`src/rtl/ght_pkg.sv`:
```
// ght_pkg: shared GHT index width and queued-update entry layout.
package ght_pkg;
  localparam int GHT_AW = 13;
  typedef struct packed {
    logic              valid;
    logic              thread;
    logic [GHT_AW-1:0] addr;
    logic [1:0]        data;
  } ght_upd_t;
endpackage

```
`src/rtl/ght_upd_slot.sv`:
```
// ght_upd_slot: one queue entry; a write loads it, a matching-thread flush kills it.
module ght_upd_slot
  import ght_pkg::*;
(
  input  logic     clk,
  input  logic     rst_n,
  input  logic     we,
  input  ght_upd_t din,
  input  logic     flush,
  input  logic     flush_thread,
  output ght_upd_t q
);
  always_ff @(posedge clk or negedge rst_n)
    if (!rst_n) q <= '0;
    else if (we) q <= din;
    else if (flush && q.thread == flush_thread) q.valid <= 1'b0;
endmodule

```
`src/rtl/ght_upd_queue.sv`:
```
// ght_upd_queue: buffers up to two GHT counter updates per cycle, drains one write per cycle.
module ght_upd_queue
  import ght_pkg::*;
#(
  parameter int DEPTH = 8,
  parameter int AW    = GHT_AW,
  parameter int DW    = 2
) (
  input  logic          clk,
  input  logic          rst_n,
  input  logic          upd0_en,
  input  logic [AW-1:0] upd0_addr,
  input  logic [DW-1:0] upd0_data,
  input  logic          upd0_thread,
  input  logic          upd1_en,
  input  logic [AW-1:0] upd1_addr,
  input  logic [DW-1:0] upd1_data,
  input  logic          upd1_thread,
  output logic          upd_stall,
  input  logic          wr_ready,
  output logic          write_wen,
  output logic [AW-1:0] write_addr,
  output logic [DW-1:0] write_data,
  output logic          write_thread,
  input  logic          except,
  input  logic          except_thread
);
  localparam int PW = $clog2(DEPTH);
  logic [PW-1:0] head, tail, tail1;
  logic [PW:0]   count, count_next;
  logic [1:0]    n_enq;
  logic          k0, k1, coal, w0, live, pop;
  ght_upd_t      e0, e1, hd;
  ght_upd_t      slots [DEPTH];
  // Updates of a thread being flushed this edge never get a slot.
  assign k0 = upd0_en & ~upd_stall & ~(except & (upd0_thread == except_thread));
  assign k1 = upd1_en & ~upd_stall & ~(except & (upd1_thread == except_thread));
  assign coal = k0 & k1 & (upd0_addr == upd1_addr) & (upd0_thread == upd1_thread);
  assign w0 = k0 & ~coal;
  assign n_enq = {1'b0, w0} + {1'b0, k1};
  assign tail1 = tail + 1'b1;
  assign e0 = {1'b1, upd0_thread, upd0_addr, upd0_data};
  assign e1 = {1'b1, upd1_thread, upd1_addr, upd1_data};
  assign hd = slots[head];
  // A head entry flushed on this very edge retires silently instead of writing.
  assign live = (count != '0) & hd.valid & ~(except & (hd.thread == except_thread));
  assign pop = (count != '0) & (wr_ready | ~live);
  assign count_next = count + (PW+1)'(n_enq) - (PW+1)'(pop);
  for (genvar i = 0; i < DEPTH; i++) begin : g_slot
    logic     we;
    ght_upd_t din;
    assign we = ((PW'(i) == tail) & (w0 | k1)) | ((PW'(i) == tail1) & w0 & k1);
    assign din = (PW'(i) == tail) ? (w0 ? e0 : e1) : e1;
    ght_upd_slot u_slot (
      .clk         (clk),
      .rst_n       (rst_n),
      .we          (we),
      .din         (din),
      .flush       (except),
      .flush_thread(except_thread),
      .q           (slots[i])
    );
  end
  always_ff @(posedge clk or negedge rst_n)
    if (!rst_n) begin
      head <= '0;
      tail <= '0;
      count <= '0;
      upd_stall <= 1'b0;
      write_wen <= 1'b0;
      write_addr <= '0;
      write_data <= '0;
      write_thread <= 1'b0;
    end else begin
      head <= head + PW'(pop);
      tail <= tail + PW'(n_enq);
      count <= count_next;
      upd_stall <= count_next > (PW+1)'(DEPTH - 2);
      write_wen <= pop & live;
      if (pop & live) begin
        write_addr <= hd.addr;
        write_data <= hd.data;
        write_thread <= hd.thread;
      end
    end
endmodule

```
`config.mk`:
```
export PLATFORM = sky130hd
export DESIGN_NAME = ght_upd_queue
export DESIGN_NICKNAME = d
export VERILOG_FILES = /design/src/rtl/ght_pkg.sv /design/src/rtl/ght_upd_slot.sv /design/src/rtl/ght_upd_queue.sv
export SDC_FILE = /design/constraint.sdc
export NUM_CORES = 1
export LEC_CHECK = 0
export CAP_MARGIN = 10
export CORE_MARGIN = 2
export CORE_UTILIZATION = 35
export CTS_CLUSTER_DIAMETER = 80
export DETAILED_ROUTE_END_ITERATION = 16
export PLACE_DENSITY = 0.54
export SLEW_MARGIN = 30
export SYNTH_ARGS = -nofsm -noshare
export SYNTH_HDL_FRONTEND = slang
export SYNTH_SLANG_ARGS = --single-unit
export TNS_END_PERCENT = 10
```
`constraint.sdc`:
```
create_clock -name clk -period 5.9 [get_ports clk]
set_clock_uncertainty 0.2 [all_clocks]
set_input_delay 1.475 -clock clk [delete_from_list [all_inputs] [get_ports clk]]
set_output_delay 1.475 -clock clk [all_outputs]
set_load 0.05 [all_outputs]
```
==> summary.txt <==
n_diodes -> 0
GRT Util Overall -> 0.228
clk buf depth -> 2
Yosys cell types -> 54
Seq/Total Area, Yosys -> 0.437
Die Ht -> 168 microns
Mapped Nets -> 954
Yosys reg bits -> 164
Final ANT Viol Nets -> 0
clock latency on the worst-skew pair -> 440 ps
Final Cycle Share -> 0.798
CP arrival -> 4840 ps
# setup viols final -> 0
GRT Residual Overflow -> 0
antenna violations before repair -> 1
Pins Over Slew Limit -> 0
post-CTS setup buffer count -> 0
fraction of layout cells with a size suffix above 1 -> 0.168
M2 GR Usage -> 0.356
CTS tree -> done
via count -> 7649
asr flop ratio synth -> 1.00
dpl cell area -> 0.0103 sq mm
layer with the highest usage -> met2
CP required -> 6030 ps
GR Util met1 -> 0.318
top_reg_cell synth -> dfrtp_1
Reg clk slew, reported paths -> 70 ps
fmax -> 212 MHz
CTS root buffer -> clkbuf_16
Final Hold Viols -> 0
cells after synthesis -> 900
TritonCTS Buffers -> 17
FILL cells -> 2461
max-cap viol count -> 0
num ports -> 57
NumNets Final -> 988
hpwl dp -> 19.4 mm
Worst R2R Path Depth -> 12
Worst IR Drop VDD -> 270 uV
Die X -> 168 microns
DRT iter0 DRCs -> 629
Core Box Area -> 0.0262 sq mm
first-pass GRT wire length -> 48.0 mm
Tmin final -> 4710 ps
cts hold-fix bufs -> 0
crit path max fanout -> 21
reg2reg setup slack -> 1950 ps
endpoint type of the worst setup path -> flip-flop
largest net degree at the start of global routing -> 94
final setup TNS -> 0 ps
crit path launch -> upd1_thread
CTS H-tree lvls -> 4
P&R area growth vs syn -> 16.7%
port bufs -> 56
Die Area -> 0.0282 sq mm
fin area -> 0.0110 sq mm
R2R Path Start -> head[0]
grt met3 use -> 0.0374
Hold WC Path Type -> reg -> reg
yosys warns -> 0
# DRC -> 0
pwr dens -> 546 mW/mm^2
Rel. slew slack -> 0.305
critical setup path kind -> in -> reg
crit path to -> upd_stall
status -> completed
CP Launch Type -> input pin
RSZ-0062 raised after global routing -> false
routed len/inst -> 24.5 microns
worst-margin pin slew -> 1040 ps
DR vias/cell -> 5.97
Sink Count -> 164
FF-to-FF End -> upd_stall
EDFF count, synth -> 0
Placer Congestion -> 0.859
mapped cell area -> 0.00939 sq mm
post_cts resized -> 0
vias in the first global route -> 7592
Initial DRT Pass Iterations -> 5
Mean Syn Cell Area -> 10.4 sq um
row count -> 59
Starting Density -> 0.358
final wirelength -> 31.4 mm
Leak Pwr -> 4.65 nW
==> worst min path at each step <==
stage                            from                      to  slack (ps)  cells past startpoint
6_report       g_slot[4].u_slot.q[16]  g_slot[4].u_slot.q[16]         290                      2
3_3_place_gp    g_slot[4].u_slot.q[3]   g_slot[4].u_slot.q[3]         270                      2
2_1_floorplan  g_slot[5].u_slot.q[16]  g_slot[5].u_slot.q[16]         240                      2
5_1_grt        g_slot[1].u_slot.q[16]  g_slot[1].u_slot.q[16]         300                      1
3_5_place_dp   g_slot[4].u_slot.q[16]  g_slot[4].u_slot.q[16]         270                      2
4_1_cts        g_slot[4].u_slot.q[13]  g_slot[4].u_slot.q[13]         280                      2
==> kinds of logic after synthesis <==
family                     share of synthesized area
buffers and inverters                         0.0569
and+or+nand+nor                               0.0918
muxes                                          0.174
AOI/OAI and AO/OA                              0.192
DFF                                            0.437
xor gates and xnor gates                      0.0271
adders and majority gates                     0.0216
==> state kept, by name (all words and copies together), names as in the netlist <==
register	flops
head	3
count	4
write_data	2
g_slot.u_slot.q	136
tail	3
write_addr	13
write_wen	1
write_thread	1
upd_stall	1
==> cell type report <==
class	count	area (sq um)	area share
clock buffer	20	437	0.0398
clock inverter	12	180	0.0164
inverter	37	139	0.0127
multi-input combinational	618	4800	0.438
sequential	164	4110	0.375
tap	335	419	0.0382
timing repair buffer	96	878	0.0801
==> stage by stage <==
stage	setup slack, ps	util	power [W]	instances	hold slack (ps)
2_1_floorplan	1510	-	0.00392	900	240
3_3_place_gp	818	0.394	0.00474	1249	265
3_5_place_dp	719	0.395	0.00479	1250	265
4_1_cts	1180	0.418	0.00600	1282	284
5_1_grt	938	0.418	0.00637	1282	295
6_report	1190	0.418	0.00598	1282	286
==> critical path, stage by stage <==
cell and delay, ps:
clkdlybuf4s50_1 760, xnor2_1 130, a211o_1 420, inv_2 400, ha_1 240, inv_1 70, ha_1 280, inv_1 70
ha_1 300, a21o_1 180, a21oi_1 180, xor2_1 110, a31o_2 220
==> layout by cell type (no fill, tap or decap), drive strengths merged, types with 3 or more instances in the layout <==
master	synthesis	final
o22ai	32	32
ha	13	13
dfrtp	164	164
o21ai	16	16
a31o	3	3
xnor2	11	11
nand4	4	4
nand2b	5	5
a211oi	56	56
a21o	6	6
buf	42	41
nor2	96	96
mux2	35	35
a2111oi	30	30
a221oi	15	15
nor4	3	3
clkbuf	39	20
clkdlybuf4s50	0	55
a31oi	3	3
xor2	18	18
nand2	56	56
nor2b	14	14
nor3	4	4
mux4	34	34
nand3b	4	4
a21oi	73	73
nand3	4	4
o31ai	13	13
o211ai	5	5
mux2i	47	47
clkinv	0	6
bufinv	0	4
inv	37	37
==> layer usage <==
metal / wire, microns / up-vias / share of wire
met5: 0 / - / 0
met4: 947 / 0 / 0.030
met3: 2130 / 66 / 0.068
met2: 14700 / 304 / 0.47
met1: 13600 / 3862 / 0.43
li1: - / 3417 / -
==> cell usage after synthesis (3+ instances only) <==
cell type / count / area [sq um]
xnor2_1: 11 / 96.3
a211oi_1: 56 / 420
a221oi_1: 15 / 131
nand3_1: 3 / 15.0
a31oi_1: 3 / 18.8
buf_4: 5 / 37.5
nand2_1: 55 / 206
o21ai_0: 14 / 70.1
a21oi_1: 71 / 355
a21o_1: 6 / 45.0
xor2_1: 18 / 158
a2111oi_0: 30 / 263
o22ai_1: 32 / 200
nor2b_1: 14 / 87.6
nor2_1: 96 / 360
mux2i_1: 47 / 470
o211ai_1: 5 / 37.5
mux2_2: 33 / 372
a31o_2: 3 / 26.3
nor3_1: 4 / 20.0
inv_1: 36 / 135
dfrtp_1: 164 / 4100
nand2b_1: 5 / 31.3
nand4_1: 4 / 25.0
o31ai_1: 13 / 97.6
clkbuf_1: 39 / 146
ha_1: 13 / 163
nor4_1: 3 / 18.8
buf_2: 33 / 165
nand3b_1: 4 / 30.0
mux4_2: 34 / 766
==> power by group <==
group	internal [W]	switching [W]	total [W]
Combinational	0.00124	0.00152	0.00277
Clock	0.000710	0.000488	0.00120
Sequential	0.00164	0.000381	0.00202
Total	0.00359	0.00239	0.00598
Note: power is estimated with default switching activity, not from simulation.
